==> src/rtl/irq_pkg.sv <==
// Shared types and constants for the interrupt aggregator.
package irq_pkg;

  typedef enum logic [1:0] {
    IDLE   = 2'd0,
    ASSERT = 2'd1,
    HOLD   = 2'd2
  } irq_state_e;

  localparam int unsigned IRQ_CNT_W = 16;

  // Index width for a given source count, never below one bit.
  function automatic int unsigned id_width(input int unsigned n);
    return (n > 1) ? $clog2(n) : 1;
  endfunction

endpackage

==> src/rtl/irq_aggr_if.sv <==
// Status/acknowledge bundle between the interrupt consumer and irq_aggr.
// irq_cnt exists only when IRQ_AGGR_CNT_EN is defined.
interface irq_aggr_if #(
  parameter int unsigned N_SRC  = 8,
  parameter int unsigned HOLD_W = 8
);
  localparam int unsigned ID_W = irq_pkg::id_width(N_SRC);

  logic [N_SRC-1:0]  status;
  logic [N_SRC-1:0]  mask_en;
  logic [HOLD_W-1:0] holdoff;
  logic              irq_ack;
  logic              irq;
  logic [ID_W-1:0]   irq_id;
`ifdef IRQ_AGGR_CNT_EN
  logic [irq_pkg::IRQ_CNT_W-1:0] irq_cnt;

  modport master (output status, mask_en, holdoff, irq_ack,
                  input  irq, irq_id, irq_cnt);
  modport slave  (input  status, mask_en, holdoff, irq_ack,
                  output irq, irq_id, irq_cnt);
`else
  modport master (output status, mask_en, holdoff, irq_ack,
                  input  irq, irq_id);
  modport slave  (input  status, mask_en, holdoff, irq_ack,
                  output irq, irq_id);
`endif

endinterface

==> src/rtl/irq_prio_enc.sv <==
// Lowest-index-wins priority encoder over the active source vector.
module irq_prio_enc
  import irq_pkg::*;
#(
  parameter  int unsigned N_SRC = 8,
  localparam int unsigned ID_W  = id_width(N_SRC)
) (
  input  logic [N_SRC-1:0] req_i,
  output logic [ID_W-1:0]  idx_o_c,
  output logic             any_o_c
);

  // Scan from the top so the lowest set index is written last.
  always_comb begin
    idx_o_c = '0;
    any_o_c = |req_i;
    for (int i = N_SRC - 1; i >= 0; i--) begin
      if (req_i[i]) idx_o_c = ID_W'(i);
    end
  end

endmodule

==> src/rtl/irq_aggr.sv <==
// Interrupt aggregator: ORs masked sticky status into one level irq with
// a captured source id and a post-acknowledge hold-off. IRQ_AGGR_CNT_EN adds irq_cnt.
module irq_aggr
  import irq_pkg::*;
#(
  parameter int unsigned N_SRC  = 8,
  parameter int unsigned HOLD_W = 8
) (
  input logic       clk,
  input logic       rst_n,
  irq_aggr_if.slave bus
);

  localparam int unsigned ID_W = id_width(N_SRC);

  irq_state_e        state_q, state_d;
  logic [HOLD_W-1:0] cnt_q, cnt_d;
  logic [ID_W-1:0]   id_q, id_d;
  logic              irq_q, irq_d;
  logic [ID_W-1:0]   cand_id_c;
  logic              pend_c;

  irq_prio_enc #(.N_SRC(N_SRC)) u_prio_enc (
    .req_i   (bus.status & bus.mask_en),
    .idx_o_c (cand_id_c),
    .any_o_c (pend_c)
  );

  always_ff @(posedge clk or negedge rst_n) begin
    if (!rst_n) begin
      state_q <= IDLE;
      cnt_q   <= '0;
      id_q    <= '0;
      irq_q   <= 1'b0;
    end else begin
      state_q <= state_d;
      cnt_q   <= cnt_d;
      id_q    <= id_d;
      irq_q   <= irq_d;
    end
  end

  // Acknowledge wins over a simultaneous drop of pend.
  always_comb begin
    state_d = state_q;
    cnt_d   = cnt_q;
    id_d    = id_q;
    case (state_q)
      IDLE: begin
        if (pend_c) begin
          state_d = ASSERT;
          id_d    = cand_id_c;
        end
      end
      ASSERT: begin
        if (bus.irq_ack) begin
          if (bus.holdoff == '0) begin
            state_d = IDLE;
          end else begin
            state_d = HOLD;
            cnt_d   = bus.holdoff;
          end
        end else if (!pend_c) begin
          state_d = IDLE;
        end
      end
      HOLD: begin
        cnt_d = cnt_q - HOLD_W'(1);
        if (cnt_q == HOLD_W'(1)) state_d = IDLE;
      end
      default: state_d = IDLE;
    endcase
    irq_d = (state_d == ASSERT);
  end

  assign bus.irq    = irq_q;
  assign bus.irq_id = id_q;

`ifdef IRQ_AGGR_CNT_EN
  logic [IRQ_CNT_W-1:0] irq_cnt_q, irq_cnt_d;
  logic                 rise_c;

  // Saturating count of IDLE->ASSERT transitions.
  always_comb begin
    rise_c    = (state_q == IDLE) && (state_d == ASSERT);
    irq_cnt_d = irq_cnt_q;
    if (rise_c && (irq_cnt_q != '1)) irq_cnt_d = irq_cnt_q + IRQ_CNT_W'(1);
  end

  always_ff @(posedge clk or negedge rst_n) begin
    if (!rst_n) irq_cnt_q <= '0;
    else        irq_cnt_q <= irq_cnt_d;
  end

  assign bus.irq_cnt = irq_cnt_q;
`endif

endmodule

==> src/flat_wrapper.sv <==
// flat-port wrapper written by rule: the top's interface ports become plain ports
module irq_aggr_flat import irq_pkg::*;
#(
  parameter int unsigned N_SRC  = 8,
  parameter int unsigned HOLD_W = 8
)
  (clk, rst_n, bus_status, bus_mask_en, bus_holdoff, bus_irq_ack, bus_irq, bus_irq_id);
  irq_aggr_if #(.N_SRC(N_SRC), .HOLD_W(HOLD_W)) bus_i ();
  input logic clk;
  input logic rst_n;
  input wire logic [$bits(bus_i.status)-1:0] bus_status;
  input wire logic [$bits(bus_i.mask_en)-1:0] bus_mask_en;
  input wire logic [$bits(bus_i.holdoff)-1:0] bus_holdoff;
  input wire logic [$bits(bus_i.irq_ack)-1:0] bus_irq_ack;
  output wire logic [$bits(bus_i.irq)-1:0] bus_irq;
  output wire logic [$bits(bus_i.irq_id)-1:0] bus_irq_id;
  assign bus_i.status = bus_status;
  assign bus_i.mask_en = bus_mask_en;
  assign bus_i.holdoff = bus_holdoff;
  assign bus_i.irq_ack = bus_irq_ack;
  assign bus_irq = bus_i.irq;
  assign bus_irq_id = bus_i.irq_id;
  irq_aggr #(.N_SRC(N_SRC), .HOLD_W(HOLD_W)) u_core (.clk(clk), .rst_n(rst_n), .bus(bus_i));
endmodule
==> config.mk <==
export PLATFORM = sky130hd
export DESIGN_NAME = irq_aggr_flat
export DESIGN_NICKNAME = d
export VERILOG_FILES = /design/src/rtl/irq_pkg.sv /design/src/rtl/irq_aggr_if.sv /design/src/rtl/irq_prio_enc.sv /design/src/rtl/irq_aggr.sv /design/src/flat_wrapper.sv
export SDC_FILE = /design/constraint.sdc
export NUM_CORES = 1
export LEC_CHECK = 0
export BUFFER_PORTS_ARGS = -buffer_cell sky130_fd_sc_hd__buf_2
export CAP_MARGIN = 40
export CORE_ASPECT_RATIO = 1.25
export CORE_MARGIN = 2
export CORE_UTILIZATION = 51
export DETAILED_ROUTE_END_ITERATION = 16
export GPL_ROUTABILITY_DRIVEN = 0
export GPL_TIMING_DRIVEN = 0
export MAX_ROUTING_LAYER = met4
export PLACE_DENSITY_LB_ADDON = 0.2
export SKIP_CTS_REPAIR_TIMING = 1
export SLEW_MARGIN = 0
export SYNTH_ARGS = -nofsm -noshare
export SYNTH_HDL_FRONTEND = slang
export SYNTH_SLANG_ARGS = --single-unit
==> constraint.sdc <==
create_clock -name clk -period 2.05 [get_ports clk]
set_input_delay 0.3075 -clock clk [delete_from_list [all_inputs] [get_ports clk]]
set_output_delay 0.3075 -clock clk [all_outputs]
set_load 0.005 [all_outputs]
* Word level (Yosys, flattened, before mapping)
Cells that the tools add are included.
Storage, ports and cells: bits in registers 14, input bits 27, output and inout port bits 4, logic and storage cells 35
Operators by class: add/subtract/negate cells 1, equality and inequality tests 6, multiplexer cells 17, bitwise gates (word level) 1, reduce and logical (&&, ||, !) cells 6
Operators by type and width (count):
- 3-bit two-way mux | 8
- 8-bit two-way mux | 2
- 8-bit case mux with 2 select lines | 1
- 2-bit two-way mux | 5
- 8-bit bitwise AND | 1
- 8-bit by 1-bit equality test with 1-bit output, second input constant | 1
- 8-bit logical NOT | 1
- 8-bit OR reduction | 1
- 8-bit by 1-bit subtractor with 8-bit output, second input constant | 1
- 2-bit case mux with 3 select lines | 1
- 2-bit by 1-bit equality test with 1-bit output, second input constant | 2
- 2-bit inequality test, second input constant | 2
- 3-bit AND reduction | 1
- 2-bit equality test, second input constant | 1
- 2-bit logical NOT | 1
- 2-bit AND reduction | 1
- 2-bit nonzero test | 1

* Depth between registers and ports, before layout
Gate-level depths: netlist of run 1.
depth in word-level cells 9, mapped depth 6

* Modules after synthesis
Synthesis of run 1 repeated with hierarchy kept, for this count alone.
Second synthesis, totals: cells, all modules 90, area total of the unflattened synthesis 854.6 um^2
Modules (own cells, without submodules):
- irq_aggr | times used 1, cells an instance 77, area each 773.2 um^2
- irq_prio_enc | times used 1, cells an instance 13, area each 81.3 um^2

* Worst setup path before layout of run 1
OpenSTA, ideal clock, no wires.
kind input -> register, start input port bus_holdoff[2], end register u_core.cnt_q[5], library setup time 0.136 ns, arrival 1.317 ns, data required time 1.914 ns, path slack 0.598 ns, stages 4, cell sequence or4_4 -> o21a_4 -> nor3_2 -> a211oi_2
Between the ends: cells in the longest elaborated chain, start to end 3
Ends and longest elaborated chain:
- from (decl) | RTL line flat_wrapper.sv:13 | input wire logic [$bits(bus_i.holdoff)-1:0] bus_holdoff;
- 8-bit logical NOT | RTL line irq_aggr.sv:57 | if (bus.holdoff == '0) begin
- 2-bit inequality test (no line)
- 3-bit AND reduction (no line)
- to (signal assigned) | RTL line irq_aggr.sv:37 | cnt_q <= cnt_d;
- to (decl) | RTL line irq_aggr.sv:17 | logic [HOLD_W-1:0] cnt_q, cnt_d;
No other way between the ends. A chain may end at the register's enable or synchronous reset.

* Worst setup path in the final report of run 1
start register u_core.state_q[1], end register u_core.cnt_q[1]
Between the ends: cells in the longest elaborated chain, start to end 3, elaborated cells on any way between the ends 7, classes of those cells eq/ne: 4; mux: 1; reduce/logical: 2
Ends and longest elaborated chain:
- from (decl) | RTL line irq_aggr.sv:16 | irq_state_e state_q, state_d;
- from (signal assigned) | RTL line irq_aggr.sv:36 | state_q <= state_d;
- 2-bit by 1-bit equality test with 1-bit output / 2-bit equality test (equally long branches) | RTL line irq_aggr.sv:48 | case (state_q)
- 2-bit inequality test (no line) / 2-bit nonzero test (equally long branches)
- 3-bit AND reduction (no line)
Parallel ways exist; a longest one is shown, timed or not.

==> qor.log, run 1 <==
[timing] Hold Violations, Final 0
[setup_path] data arrival time of the worst path 1.64 ns
[timing] final critical path time including I/O delays and setup 1.48 ns
[final_layout] number of antenna repair diodes 0
[final_layout] leading cell type in the layout, fill and taps excluded sky130_fd_sc_hd__buf_2
[setup_path] data required time at the worst endpoint 2.20 ns
[detailed_routing] vias per std cell 5.87
[synth] Post-Synth Simple-Gate Area 25.2%
[synth] synth warn 0
[worst_hold_path] Min-Delay Endpoint u_core.cnt_q[7]
[cts] number of levels the H-tree was split into 1
[synth] summed instance area of the synthesized netlist 860 sq um
[floorplanning] chip height 49.9 um
[final_layout] Layout Nets 153
[detailed_routing] Routed WL per cell 14.0 um
[timing] total setup violations reported at the end of the flow 0
[grt] leftover overflow at the end of global routing 0
[floorplanning] die width 40.7 um
[worst_hold_path] worst hold start bus_holdoff[7]
[synth] number of nets produced by synthesis 117
[synth] combinational family with the most area after synthesis compound AO/OA/AOI/OAI gates
[synth] proportion of register bits with asynchronous set or reset after synthesis 100%
[grt] number of antenna violations at the first check in global routing 0
[setup_path] Reg-to-Reg Start u_core.state_q[1]
[synth] Post-Synthesis Cells 88
[cts] Max clock buf depth 2
[setup_path] end of the worst register-to-register path u_core.cnt_q[1]
[synth] synthesized area per cell 9.77 sq um
[power] total leakage power 0.485 nW
[detailed_routing] DRC errors left 0
[synth] leading register cell type out of synthesis sky130_fd_sc_hd__dfrtp_1
[synth] Seq/Total Area, Yosys 40.8%
[timing] Rel. slew slack 67.5%
[cts] source-to-sink clock delay at the later pin of the worst-skew pair 0.27 ns
[grt] global-route wire length before repair 3.31 mm
[timing] RSZ-0062 raised after global routing no
[setup_path] crit path kind flop to flop
[timing] timing-limited maximum frequency 674 MHz
[run_status] outcome completed
[grt] vias in the first global route 848
[synth] compound-gate portion of the synthesized area 28.2%
[detailed_routing] 1st-iter DRT viols 14
[synth] post-synthesis share of cell area spent on full adders, half adders and majority gates 2.91%
[setup_path] crit path max fanout 8
[synth] Synth Area in XOR/XNOR 1.02%
[power] total power 1.33 mW
[run] MaxCap Viol Count 0
[detailed_routing] DR vias 828
[power] part of the power in registers 41.2%
[timing] Fin Setup TNS 0 ns
[setup_path] number of cells on the worst reg-to-reg path 5
[final_layout] fraction of layout instances using a drive strength above 1 37.4%
[power] VDD IR-drop max 635 uV
[floorplanning] I/O pin total 31
[grt] GRT Overall Usage 23.7%
[power] Int Pwr 804 uW
[setup_path] startpoint kind of the worst setup timing path flop
[detailed_routing] Detail Route Antenna Nets 0
[detailed_routing] Detailed Route WL 1.97 mm
[timing] pin slew with the least headroom to its limit 0.484 ns
[floorplanning] total number of placement rows 16
[placed_design] number of buffers added on ports 30
[final_layout] most used cells in the layout excluding fill and tap cells sky130_fd_sc_hd__buf_2, sky130_fd_sc_hd__dfrtp_1, sky130_fd_sc_hd__a21oi_1, sky130_fd_sc_hd__nand2_1, sky130_fd_sc_hd__nor2_1
[final_layout] area added between synthesis and finish 25.5%
[synth] count of different cell masters after synthesis 37
[worst_hold_path] type of the most critical hold path input pin to flop
[final_layout] final core area utilization 68.2%
[floorplanning] total die area 0.00203 sq mm
[cts] number of CTS-inserted buffers 3
[synth] #FFs+latches synth 14
[timing] worst clock skew 0.00437 ns
[cts] total number of clock tree sinks 14
[synth] post-synthesis mux area share 0%
[synth] number of enable flip-flop cells after synthesis 0
[power] share of power burned in the clock network 14.5%
[power] Net Sw Power 522 uW
[detailed_routing] detailed-router iteration count before antenna repair 4
[placed_design] placed wire-length estimate 1.57 mm
[setup_path] crit end category flop
[floorplanning] effective utilization at floorplan 54.4%
[timing] share of the cycle needed by the critical path after routing 72.4%
[setup_path] slack of the worst reg-to-reg path 0.57 ns
[cts] clk slew on worst S/H paths 0.09 ns
[grt] maximum number of pins on one net before global-route repair 15
[floorplanning] floorplan core area 0.00158 sq mm
[worst_hold_path] hold depth 3
[cts] CTS tree done
[power] power per unit of standard cell area 1230 mW/mm^2
[power] fraction of power spent switching nets 39.4%
[power] relative contribution of combinational cells to total power 44.2%
[timing] count of final max-slew check failures 0
[cts] CTS Root Cell sky130_fd_sc_hd__clkbuf_4
==> worst max-delay path: stages (launching register included) <==
cell and delay, ns:
sky130_fd_sc_hd__dfrtp_1 0.44, sky130_fd_sc_hd__and3b_1 0.22, sky130_fd_sc_hd__buf_2 0.20, sky130_fd_sc_hd__o21ai_4 0.12, sky130_fd_sc_hd__a221oi_1 0.31, sky130_fd_sc_hd__a21oi_1 0.07
==> flip-flops by register name, summed over array words and instances (netlist names) <==
| register | count |
|---|---|
| u_core.bus.irq_id | 3 |
| u_core.cnt_q | 8 |
| u_core.state_q | 2 |
| u_core.bus.irq | 1 |
==> cells in the mapped netlist, drive strengths merged (2+ instances only) <==
cell | count | area share (%)
dfrtp | 14 | 41
a21oi | 10 | 5.8
nand2 | 10 | 4.4
nor2 | 5 | 2.2
a22oi | 4 | 3.5
nor3 | 4 | 4.1
o21ai | 4 | 3.6
inv | 3 | 1.3
nand3 | 3 | 1.7
nand4 | 3 | 2.2
a211oi | 2 | 2.9
a32oi | 2 | 2.0
and2 | 2 | 1.5
ha | 2 | 2.9
or4 | 2 | 2.6
==> layout make-up <==
class	instances	area (sq um)
repair buffers	31	160
well taps	18	22.5
plain buffers	1	5.00
multi-input cells	70	493
flip-flops and latches	14	350
inverters	3	11.3
clock buffers	4	36.3
fillers	135	503
==> kinds of logic after synthesis <==
group	Yosys count
and+or+nand+nor	36
DFF	14
adders and majority gates	2
AOI/OAI and AO/OA	31
xor gates and xnor gates	1
buffers and inverters	4
==> stage by stage <==
| stage | std cells | setup slack (ns) | area [sq um] | hold WS [ns] |
|---|---|---|---|---|
| after floorplan | 88 | 0.598 | 860 | 0.0119 |
| after global placement | 136 | 0.427 | 1030 | 0.220 |
| after detailed placement | 136 | 0.418 | 1030 | 0.225 |
| after CTS | 140 | 0.551 | 1070 | -0.0760 |
| after global routing | 141 | 0.478 | 1080 | 0.262 |
| final | 141 | 0.566 | 1080 | 0.278 |
==> worst max-delay path by stage <==
stage                     depth (start not counted)              end  slack [ns]         startpoint
final                                             5  u_core.cnt_q[1]        0.57  u_core.state_q[1]
after CTS                                         5  u_core.cnt_q[1]        0.55  u_core.state_q[1]
after floorplan                                   4  u_core.cnt_q[5]        0.60     bus_holdoff[2]
after global placement                            5  u_core.cnt_q[6]        0.43     bus_holdoff[2]
after detailed placement                          5  u_core.cnt_q[6]        0.42     bus_holdoff[2]
after global routing                              5  u_core.cnt_q[1]        0.48  u_core.state_q[1]
==> per-layer routing <==
metal | vias up | global-route usage (%) | share of wire [%]
met5 | - | - | 0
met4 | 0 | 6.67 | 0.71
met3 | 2 | 2.70 | 4.2
met2 | 24 | 43.9 | 54
met1 | 390 | 23.9 | 41
li1 | 412 | - | -
==> power groups by stage <==
| stage | clock network [mW] | registers [mW] | logic, mW |
|---|---|---|---|
| final | 0.193 | 0.546 | 0.587 |
| after global routing | 0.220 | 0.564 | 0.668 |
| after CTS | 0.199 | 0.543 | 0.589 |
| after detailed placement | 0 | 0.546 | 0.588 |
| after global placement | 0 | 0.538 | 0.569 |
| after floorplan | 0 | 0.526 | 0.430 |
Power figures use the tool's default switching activity.
==> inputs of run 2 (changes only) <==
--- a/config.mk
+++ b/config.mk
@@ -9,7 +9,7 @@
 export CAP_MARGIN = 40
 export CORE_ASPECT_RATIO = 1.25
 export CORE_MARGIN = 2
-export CORE_UTILIZATION = 51
+export CORE_UTILIZATION = 48
 export DETAILED_ROUTE_END_ITERATION = 16
 export GPL_ROUTABILITY_DRIVEN = 0
 export GPL_TIMING_DRIVEN = 0
==> constraint.sdc (replaced) <==
create_clock -name clk -period 1.5 [get_ports clk]
set_input_delay 0.225 -clock clk [delete_from_list [all_inputs] [get_ports clk]]
set_output_delay 0.225 -clock clk [all_outputs]
set_load 0.005 [all_outputs]
==> qor.log, run 2 (synthesis gave the netlist of run 1 again) <==
[detailed_routing] Routed WL per cell 15.1 um [+7.8%]
[cts] source-to-sink clock delay at the later pin of the worst-skew pair 0.28 ns [about the same]
[timing] worst clock skew 0.00201 ns [-0.00236 ns]
[grt] global-route wire length before repair 3.42 mm [+3.3%]
[detailed_routing] Detail Route Antenna Nets 0 [unchanged]
[detailed_routing] detailed-router iteration count before antenna repair 4 [unchanged]
[cts] CTS tree done
[setup_path] data arrival time of the worst path 1.67 ns [+0.03 ns]
[final_layout] number of antenna repair diodes 0 [unchanged]
[timing] RSZ-0062 raised after global routing yes
[cts] number of levels the H-tree was split into 1 [unchanged]
[placed_design] Cells after DPL 137 [+0.74%]
[setup_path] number of cells on the worst reg-to-reg path 4 [-1]
[power] power per unit of standard cell area 1720 mW/mm^2 [+40%]
[placed_design] placed wire-length estimate 1.58 mm [+0.63%]
[run] MaxCap Viol Count 0 [unchanged]
[detailed_routing] vias per std cell 6.08 [+3.5%]
[final_layout] fraction of layout instances using a drive strength above 1 39.8% [+2.4 points]
[detailed_routing] 1st-iter DRT viols 10 [-4]
[setup_path] origin of the worst setup path u_core.cnt_q[2]
[final_layout] Layout Nets 153 [unchanged]
[setup_path] capture point of the critical path u_core.cnt_q[5]
[final_layout] final-layout fill cell count 151 [+12%]
[timing] pin slew with the least headroom to its limit 0.412 ns [-0.0721 ns]
[setup_path] critical path's largest stage delay 0.45 ns [about the same]
[detailed_routing] Detailed Route WL 2.14 mm [+8.6%]
[timing] Rel. slew slack 72.3% [+4.8 points]
[final_layout] Final Instance Count excl. Fillers 142 [+0.71%]
[final_layout] most used cells in the layout excluding fill and tap cells sky130_fd_sc_hd__buf_2, sky130_fd_sc_hd__dfrtp_1, sky130_fd_sc_hd__a21oi_1, sky130_fd_sc_hd__nand2_1, sky130_fd_sc_hd__nor2_1
[grt] vias in the first global route 835 [-1.5%]
[cts] total number of clock tree sinks 14 [unchanged]
[timing] Fin Setup TNS 0 ns [unchanged]
[setup_path] data required time at the worst endpoint 1.70 ns [-0.50 ns]
[cts] number of CTS-inserted buffers 3 [unchanged]
[final_layout] max reg flops 8 [unchanged]
[setup_path] crit end category flop
[floorplanning] total die area 0.00215 sq mm [+5.7%]
[final_layout] area added between synthesis and finish 27.7%
[grt] number of antenna violations at the first check in global routing 0 [unchanged]
[grt] maximum number of pins on one net before global-route repair 15 [unchanged]
[floorplanning] floorplan core area 0.00172 sq mm [+8.9%]
[timing] count of final max-slew check failures 0 [unchanged]
[floorplanning] effective utilization at floorplan 49.9% [-4.5 points]
[floorplanning] die width 41.9 um [+2.8%]
[setup_path] Reg-to-Reg Start u_core.cnt_q[2]
[timing] timing-limited maximum frequency 683 MHz [+1.4%]
[setup_path] cell chain of the critical path or3_1 -> nor4_4 -> nor3_2 -> a211oi_2
[detailed_routing] DR vias 863 [+4.2%]
[power] total leakage power 0.488 nW [+0.64%]
[setup_path] crit path kind flop to flop
[cts] Max clock buf depth 2 [unchanged]
[power] VDD IR-drop max 960 uV [+51%]
[timing] Worst Hold Margin 0.180 ns [-0.0980 ns]
[worst_hold_path] worst hold start bus_holdoff[4]
[timing] share of the cycle needed by the critical path after routing 97.6% [+25 points]
[setup_path] crit path max fanout 4 [-4]
[setup_path] slack of the worst reg-to-reg path 0.04 ns [-0.53 ns]
[cts] clk slew on worst S/H paths 0.09 ns [about the same]
[floorplanning] I/O pin total 31 [unchanged]
[placed_design] number of buffers added on ports 30 [unchanged]
[grt] leftover overflow at the end of global routing 0 [unchanged]
[final_layout] Most flops, register u_core.cnt_q
[floorplanning] chip height 51.3 um [+2.8%]
[setup_path] startpoint kind of the worst setup timing path flop
[detailed_routing] DRC errors left 0 [unchanged]
[timing] final setup slack of the worst path 0.0360 ns [-0.530 ns]
[setup_path] Slowest cell on crit path sky130_fd_sc_hd__or3_1
[timing] final critical path time including I/O delays and setup 1.46 ns [-0.0203 ns]
[placed_design] DP Worst Slack -0.0807 ns [-0.499 ns]
[floorplanning] total number of placement rows 17 [+1]
[run_status] outcome completed
[placed_design] instance area at placement 0.00103 sq mm [+0.12%]
[timing] Hold Violations, Final 0 [unchanged]
[cts] CTS Root Cell sky130_fd_sc_hd__clkbuf_4
[timing] total setup violations reported at the end of the flow 0 [unchanged]
[setup_path] end of the worst register-to-register path u_core.cnt_q[5]
[grt] GRT Overall Usage 21.6% [-2.0 points]
[final_layout] leading cell type in the layout, fill and taps excluded sky130_fd_sc_hd__buf_2
[final_layout] fin area 0.00110 sq mm [+1.7%]
[worst_hold_path] type of the most critical hold path input pin to flop
-- run 2: where the power goes --
| group | internal, mW | switching [mW] | total [mW] |
|---|---|---|---|
| sequential | 0.568 | 0.206 | 0.775 |
| clock | 0.148 | 0.129 | 0.276 |
| combinational | 0.399 | 0.440 | 0.840 |
-- run 2: layout make-up --
type                            instances  area [sq um]  share of cell area (%)
Sequential cell                        14           352                    32.0
Tap cell                               19          23.8                    2.17
Inverter                                3          11.3                    1.03
Clock buffer                            4          36.3                    3.31
Multi-Input combinational cell         70           507                    46.2
Buffer                                  1          7.51                   0.684
Timing Repair Buffer                   31           160                    14.6
-- run 2: worst min-delay path by stage --
stage	endpoint	slack (ns)	depth (start not counted)
floorplan	u_core.bus.irq	-0.07	0
global placement	u_core.cnt_q[4]	0.14	1
global route	u_core.cnt_q[4]	0.18	3
finish	u_core.cnt_q[4]	0.18	3
CTS	u_core.cnt_q[1]	-0.17	1
detailed placement	u_core.cnt_q[4]	0.14	1
-- run 2: layer usage --
metal	vias up	routed length, um	track usage [%]
li1	411	-	-
met1	425	845	21.8
met2	23	1200	39.6
met3	4	65	4.24
met4	0	30	10.8
met5	-	0	-
-- run 2: critical path: cells and delay by family (launching register included) --
| family | cells | cell delay (ns) |
|---|---|---|
| and+or+nand+nor | 3 | 0.75 |
| DFF | 1 | 0.44 |
| AOI/OAI and AO/OA | 1 | 0.19 |
-- run 2: per-stage QoR --
stage	utilization, %	total power [mW]
CTS	62.1	1.84
floorplan	-	1.31
global route	63.7	2.03
detailed placement	60.0	1.55
finish	63.7	1.89
global placement	60.0	1.52
